==> src/rtl/uart_tx_queue.sv <==
// Byte FIFO that paces issues to a busy-less UART transmitter, one byte per SPACING cycles.
// Issue 1 cycle after first write; writes while full are dropped. Optional sticky ovf via UART_TXQ_OVF_EN.
module uart_tx_queue #(
   parameter int BAUD       = 115200,
   parameter int CLK_FREQ   = 27_000_000,
   parameter int DEPTH_LOG2 = 4
) (
   input  logic                  sys_clk,
   input  logic                  sys_rst_n,
   input  logic [7:0]            wr_data,
   input  logic                  wr_en,
   output logic                  full,
   output logic                  empty,
   output logic [DEPTH_LOG2:0]   level,
   output logic                  busy,
   output logic [7:0]            po_data,
   output logic                  po_flag,
   output logic                  ovf
);

   localparam int BIT_CYC = CLK_FREQ / BAUD;
   localparam int SPACING = 10 * BIT_CYC + 2;
   localparam int GAP_W   = $clog2(SPACING);
   localparam int DEPTH   = 1 << DEPTH_LOG2;

   typedef enum logic {IDLE, HOLD} state_t;

   state_t                state_q, state_d;
   logic [DEPTH_LOG2-1:0] rd_ptr_q, rd_ptr_d, wr_ptr_q, wr_ptr_d;
   logic [DEPTH_LOG2:0]   level_q, level_d;
   logic [GAP_W-1:0]      gap_q, gap_d;
   logic [7:0]            po_data_q, po_data_d;
   logic                  po_flag_q, po_flag_d;
   logic                  full_q, empty_q;
   logic [7:0]            mem [DEPTH];
   logic                  push, pop;

   assign push = wr_en && !full_q;
   assign pop  = (state_q == IDLE) && (level_q != '0);

   always_comb begin
      state_d   = state_q;
      gap_d     = gap_q;
      po_data_d = po_data_q;
      po_flag_d = 1'b0;
      rd_ptr_d  = rd_ptr_q;
      wr_ptr_d  = wr_ptr_q;
      level_d   = level_q;

      case (state_q)
         IDLE: begin
            if (pop) begin
               state_d   = HOLD;
               po_data_d = mem[rd_ptr_q];
               po_flag_d = 1'b1;
               rd_ptr_d  = rd_ptr_q + 1'b1;
            end
         end
         HOLD: begin
            // Leaving on count SPACING-2 puts the next issue edge exactly SPACING cycles after this one.
            if (gap_q == GAP_W'(SPACING - 2)) begin
               state_d = IDLE;
               gap_d   = '0;
            end else begin
               gap_d = gap_q + 1'b1;
            end
         end
         default: state_d = IDLE;
      endcase

      if (push) wr_ptr_d = wr_ptr_q + 1'b1;

      case ({push, pop})
         2'b10:   level_d = level_q + 1'b1;
         2'b01:   level_d = level_q - 1'b1;
         default: level_d = level_q;
      endcase
   end

   always_ff @(posedge sys_clk or negedge sys_rst_n) begin
      if (!sys_rst_n) begin
         state_q   <= IDLE;
         rd_ptr_q  <= '0;
         wr_ptr_q  <= '0;
         level_q   <= '0;
         gap_q     <= '0;
         po_data_q <= 8'h00;
         po_flag_q <= 1'b0;
         full_q    <= 1'b0;
         empty_q   <= 1'b1;
      end else begin
         state_q   <= state_d;
         rd_ptr_q  <= rd_ptr_d;
         wr_ptr_q  <= wr_ptr_d;
         level_q   <= level_d;
         gap_q     <= gap_d;
         po_data_q <= po_data_d;
         po_flag_q <= po_flag_d;
         full_q    <= (level_d == (DEPTH_LOG2+1)'(DEPTH));
         empty_q   <= (level_d == '0);
      end
   end

   // Storage needs no reset; only entries below the level are ever read.
   always_ff @(posedge sys_clk) begin
      if (push) mem[wr_ptr_q] <= wr_data;
   end

`ifdef UART_TXQ_OVF_EN
   logic ovf_q;
   always_ff @(posedge sys_clk or negedge sys_rst_n) begin
      if (!sys_rst_n)          ovf_q <= 1'b0;
      else if (wr_en && full_q) ovf_q <= 1'b1;
   end
   assign ovf = ovf_q;
`else
   assign ovf = 1'b0;
`endif

   assign full    = full_q;
   assign empty   = empty_q;
   assign level   = level_q;
   assign busy    = (state_q == HOLD);
   assign po_data = po_data_q;
   assign po_flag = po_flag_q;

endmodule

==> config.mk <==
export PLATFORM = sky130hd
export DESIGN_NAME = uart_tx_queue
export DESIGN_NICKNAME = d
export VERILOG_FILES = /design/src/rtl/uart_tx_queue.sv
export SDC_FILE = /design/constraint.sdc
export NUM_CORES = 1
export LEC_CHECK = 0
export BUFFER_PORTS_ARGS = -buffer_cell sky130_fd_sc_hd__buf_4
export CORE_MARGIN = 2
export CORE_UTILIZATION = 40
export DETAILED_ROUTE_END_ITERATION = 8
export GPL_ROUTABILITY_DRIVEN = 0
export PLACE_DENSITY = 0.57
export RECOVER_POWER = 100
export SLEW_MARGIN = 20
export SYNTH_ARGS = -nofsm -noshare
export SYNTH_HDL_FRONTEND = slang
export SYNTH_SLANG_ARGS = --single-unit
==> constraint.sdc <==
create_clock -name sys_clk -period 4.28 [get_ports sys_clk]
set_input_delay 0.642 -clock sys_clk [delete_from_list [all_inputs] [get_ports sys_clk]]
set_output_delay 0.642 -clock sys_clk [all_outputs]
set_load 0.1 [all_outputs]
Word-level counts from Yosys, hierarchy flattened
Memory sizes are Yosys's and may differ from the RTL's. A register that Yosys moved wholly into a read port is not among the register bits.
Cells that the tools add are included.
{"block": "totals", "ramBits": 128, "input_bits": 11, "register_bits": 29, "memories": 1, "out_inout_bits": 18}
{"name": "mem", "depth": 16, "width": 8, "rd": 1, "rd_clocked_by_memory_dff": 1, "wr": 1, "line_no": "35", "text": "logic [7:0] mem [DEPTH];"}
{"block": "classes", "mux": 8, "n_bitwise": 1, "add_sub_neg": 5, "n_reduce_logical": 7, "eq_ne": 4}
{"operator": "$add A12 B1 Y12 const B", "count": 1}
{"operator": "$eq A12 B12 Y1 const B", "count": 1}
{"operator": "$mux W12", "count": 1}
{"operator": "$pmux W5 S2", "count": 1}
{"operator": "$add A4 B1 Y4 const B", "count": 2}
{"operator": "$add A5 B1 Y5 const B", "count": 1}
{"operator": "$eq A5 B5 Y1 const B", "count": 1}
{"operator": "$logic_not A5 Y1", "count": 1}
{"operator": "$mux W1", "count": 5}
{"operator": "$reduce_bool A5 Y1", "count": 1}
{"operator": "$sub A5 B1 Y5 const B", "count": 1}
{"operator": "$eq A2 B1 Y1 const B", "count": 1}
{"operator": "$eq A2 B2 Y1 const B", "count": 1}
{"operator": "$logic_and A1 B1 Y1", "count": 2}
{"operator": "$logic_not A1 Y1", "count": 2}
{"operator": "$pmux W1 S2", "count": 1}
{"operator": "$reduce_and A2 Y1", "count": 1}
{"operator": "$not A1 Y1", "count": 1}

Depth between registers and ports, before layout
{"block": "depth", "depth_word": 5, "depth_mapped": 9, "mapped_depth_nobuf": 8}

Worst setup path before layout
OpenSTA, ideal clock, no wires.
{"block": "synth_timing", "path_type": "register to register", "start": "register level_q[0], in the netlist level[0]", "end": "register empty_q, in the netlist empty", "path_slack_ns": 0.858, "arrival_ns": 3.326, "path_stages_with_launch": 10, "setup_ns": 0.096, "period_less_slack_ns": 3.422, "n_path_buf": 1, "path_cell_list": "dfrtp_1 > nor4_1 > a21oi_1 > clkbuf_1 > ha_1 > ha_1 > a21o_1 > a2111oi_0 > nand4b_1 > nor4bb_1"}
{"block": "synth_via", "elab_chain_cells": 5, "elab_cells_between_ends": 8}
{"item": "start: declaration", "line_no": "30", "text": "logic [DEPTH_LOG2:0] level_q, level_d;"}
{"item": "start signal: assignment", "line_no": "95", "text": "level_q <= level_d;"}
{"item": "branches (longest 3 deep; another with $sub A5 B1 Y5)"}
{"item": "$pmux W5 S2 (*)", "line_no": "73", "text": "case ({push, pop})"}
{"item": "$logic_not A5 Y1 (*)", "line_no": "100", "text": "empty_q <= (level_d == '0);"}
{"item": "end signal: assignment", "line_no": "100"}
{"item": "end: declaration", "line_no": "34", "text": "logic full_q, empty_q;"}
Mark *: on every way between the ends.
A chain may end at the register's enable or synchronous reset.

Final worst setup path
Ends and elaborated chain as after synthesis.

==> insert_results.sql <==
INSERT INTO impl_metrics (metric_group, metric, value, unit) VALUES
('status', 'outcome', 'finished with violations', ''),
('status', 'failing_checks', 'max-capacitance violations, max-slew violations', ''),
('global_route', 'number_of_antenna_violations_at_the_first_check_in_global_routing', '0', ''),
('route', 'drc_errors', '0', ''),
('sta', 'timing_max_transition_violations_final', '38', ''),
('layout', 'layout.cell_area.non_filler', '7630', 'um^2'),
('floorplan', 'ios', '29', ''),
('synthesis', 'synth.ff_latch_count', '165', ''),
('route', 'antenna_violating_nets_post_route', '0', ''),
('global_route', 'first_global_vias', '3614', ''),
('global_route', 'grt_max_degree', '38', ''),
('sta', 'worst_clock_skew', '0.00799', 'ns'),
('sta', 'report.final.setup_viol', '0', ''),
('route', 'route.detailed.wl_per_inst', '21.0', 'um'),
('synthesis', 'synth_edf_count', '128', ''),
('cts', 'tritoncts', 'built', ''),
('power_and_ir_drop', 'power.density', '738', 'nW/um^2'),
('floorplan', 'row_count', '47', ''),
('cts', 'cts.repair.resized', '0', ''),
('setup_path', 'cp_data_arrival_time', '3.62', 'ns'),
('setup_path', 'cp-end-kind', 'register', ''),
('cts', 'clock_sink_count', '165', ''),
('layout', 'fin_nets', '436', ''),
('floorplan', 'coreArea', '16500', 'um^2'),
('cts', 'worstSkewPairLatency', '0.43', 'ns'),
('floorplan', 'initial_utilization', '40.9', '%'),
('setup_path', 'timing.critical_path.mode_cell', 'sky130_fd_sc_hd__ha_1', ''),
('global_route', 'track_usage', '16.3', '%'),
('sta', 'postLayoutSetupSlackWorst', '0.985', 'ns'),
('route', 'detailroute.via_count', '3460', ''),
('sta', 'timing.slew.headroom', '-34.2', '%'),
('layout', 'n_antenna_cell', '0', ''),
('route', 'detailedRoute.firstPassIterationCount', '4', ''),
('layout', 'final_cells', '646', ''),
('setup_path', 'worst_setup_path_startpoint', 'level[0]$_DFF_PN0_', ''),
('synthesis', 'synth.yosys.seq_area_share', '70.6', '%'),
('setup_path', 'setup.worst_path.class', 'reg -> reg', ''),
('cts', 'numCtsBuffers', '17', ''),
('route', 'routed_wl', '13.5', 'mm'),
('layout', 'final_core_utilization', '46.2', '%'),
('setup_path', 'required_time_at_the_worst_slack_endpoint', '4.61', 'ns'),
('synthesis', 'synth.avg_cell_area', '17.8', 'um^2'),
('synthesis', 'post-synth-top-area-fraction', '56.9', '%'),
('synthesis', 'synth_area_leaders', 'sky130_fd_sc_hd__edfxtp_1 57%, sky130_fd_sc_hd__dfrtp_1 13%, sky130_fd_sc_hd__mux4_2 11%', ''),
('floorplan', 'design.die.area', '17900', 'um^2'),
('cts', 'worst_setup_hold_path_clk_slew', '0.06', 'ns'),
('flow_run', 'drv_cap', '1', ''),
('cts', 'ctsHtreeMaxLevel', '4', ''),
('synthesis', 'synthFlopType', 'sky130_fd_sc_hd__edfxtp_1', ''),
('setup_path', 'cp_cell_sequence', 'nor4_1 -> a21oi_2 -> ha_1 -> ha_1 -> a21o_1 -> a2111oi_0 -> nand4b_1 -> nor4bb_1', ''),
('sta', 'period_share', '77.0', '%'),
('cts', 'cts_hold_fix_bufs', '0', ''),
('sta', 'peak_clock_frequency_supported_by_timing', '304', 'MHz'),
('sta', 'hold_viol', '0', ''),
('power_and_ir_drop', 'static-leakage-power', '2.59', 'nW'),
('setup_path', 'critical-path-slowest-cell', 'sky130_fd_sc_hd__a21oi_2', ''),
('cts', 'post_cts_setup_driven_buffer_insertion_count', '0', ''),
('worst_hold_path', 'hp-class', 'reg -> reg', ''),
('placed_design', 'post-dp-hpwl', '8.59', 'mm'),
('setup_path', 'delay_of_the_slowest_critical_path_stage', '0.76', 'ns'),
('placed_design', 'port_buffers', '27', ''),
('power_and_ir_drop', 'ir_drop', '0.547', 'mV'),
('sta', 'minimum_hold_slack', '0.496', 'ns'),
('placed_design', 'placement.cell_area', '7170', 'um^2'),
('sta', 'setup-tns-final', '0', 'ns'),
('synthesis', 'synth_area', '6750', 'um^2'),
('global_route', 'first_pass_grt_wire_length', '21.1', 'mm'),
('worst_hold_path', 'startpoint_of_the_tightest_hold_check_path', 'gap_q[10]$_DFFE_PN0P_', ''),
('placed_design', 'place_ws', '0.975', 'ns'),
('cts', 'cts-root-buf', 'sky130_fd_sc_hd__clkbuf_16', ''),
('cts', 'cts.path.max_buffers', '2', '');
-- state kept, by name (all words and copies together), names as in the netlist --
register / flops
wr_ptr_q: 4
rd_ptr_q: 4
po_flag: 1
level: 5
gap_q: 12
po_data: 8
mem: 128
empty: 1
full: 1
busy: 1
-- routing by layer --
layer	vias to the layer above	wire length, um	track usage (%)
met3	21	747	4.65
met4	0	280	5.50
met5	-	0	0
li1	1557	-	-
met1	1801	6080	21.9
met2	81	6430	25.7
-- worst max-delay path, delay by kind of cell (launching register included) --
family	cells	cell delay [ns]
AOI/OAI and AO/OA	3	1.39
adders and majority gates	2	0.77
DFF	1	0.49
and+or+nand+nor	3	0.56
-- Yosys cell counts, types with 2 or more instances --
cell,number
sky130_fd_sc_hd__a21oi_1,12
sky130_fd_sc_hd__and2_1,16
sky130_fd_sc_hd__and3_1,2
sky130_fd_sc_hd__buf_1,2
sky130_fd_sc_hd__buf_2,3
sky130_fd_sc_hd__buf_4,2
sky130_fd_sc_hd__buf_6,3
sky130_fd_sc_hd__clkbuf_1,6
sky130_fd_sc_hd__dfrtp_1,36
sky130_fd_sc_hd__edfxtp_1,128
sky130_fd_sc_hd__ha_1,11
sky130_fd_sc_hd__inv_1,11
sky130_fd_sc_hd__mux2_2,10
sky130_fd_sc_hd__mux2i_1,2
sky130_fd_sc_hd__mux4_2,32
sky130_fd_sc_hd__nand2_1,12
sky130_fd_sc_hd__nand2b_1,2
sky130_fd_sc_hd__nand3_1,6
sky130_fd_sc_hd__nand4_1,5
sky130_fd_sc_hd__nor2_1,12
sky130_fd_sc_hd__nor2b_1,2
sky130_fd_sc_hd__nor3_1,5
sky130_fd_sc_hd__nor3b_1,2
sky130_fd_sc_hd__nor4_1,2
sky130_fd_sc_hd__o211ai_1,2
sky130_fd_sc_hd__o21ai_0,2
sky130_fd_sc_hd__o22ai_1,17
sky130_fd_sc_hd__or2_2,2
sky130_fd_sc_hd__xnor2_1,13
sky130_fd_sc_hd__xor2_1,4
-- area by class of cell --
class / count / area, um^2
Clock buffer: 20 / 437
Clock inverter: 12 / 158
Fill cell: 1420 / 8900
Inverter: 11 / 41.3
Multi-Input combinational cell: 188 / 1830
Sequential cell: 165 / 4770
Tap cell: 220 / 275
Timing Repair Buffer: 30 / 120
-- path summary, 6_finish.rpt --
kind | end | slack [ns] | cells after the start
setup / recovery | empty$_DFF_PN1_ | 0.99 | 8
hold / removal | gap_q[10]$_DFFE_PN0P_ | 0.50 | 1
setup reg to reg | empty$_DFF_PN1_ | 0.99 | 8
hold reg to reg | gap_q[10]$_DFFE_PN0P_ | 0.50 | 1
max in group asynchronous | gap_q[1]$_DFFE_PN0P_ | 2.34 | 1
min in group asynchronous | wr_ptr_q[0]$_DFFE_PN0P_ | 0.79 | 1
-- cells by family (layout without fill, tap and decap cells) --
kind of cell	count (synthesis)	after routing	share of synthesized area, %
XOR/XNOR	17	17	2.20
multiplexers	44	44	12.6
AND/OR/NAND/NOR	74	74	6.19
other	1	1	0.0555
flip-flops	165	165	70.6
buffers and inverters	27	73	2.00
AO/OA/AOI/OAI	40	40	3.95
adder cells (fa/ha/maj)	12	12	2.33
-- cells in the final DEF (no fill, tap or decap), drive strengths merged, types with 2 or more instances in the layout --
master,n
mux2i,2
nand4,5
nor4,3
a21oi,12
xor2,4
o22ai,17
and3,2
dfrtp,36
edfxtp,128
nor2,12
inv,13
nand3,6
o21ai,2
or2,2
buf,2
and2,16
bufinv,3
nand2,12
nor3,5
mux4,32
xnor2,13
o211ai,2
nand2b,2
mux2,10
clkinv,6
ha,11
clkbuf,48
nor2b,2
nor3b,2
-- report_power, final --
group	internal (mW)	total, mW	switching [mW]
registers	2.01	2.27	0.260
clock network	0.921	1.53	0.613
logic	0.630	1.83	1.20
Power figures use the tool's default switching activity.
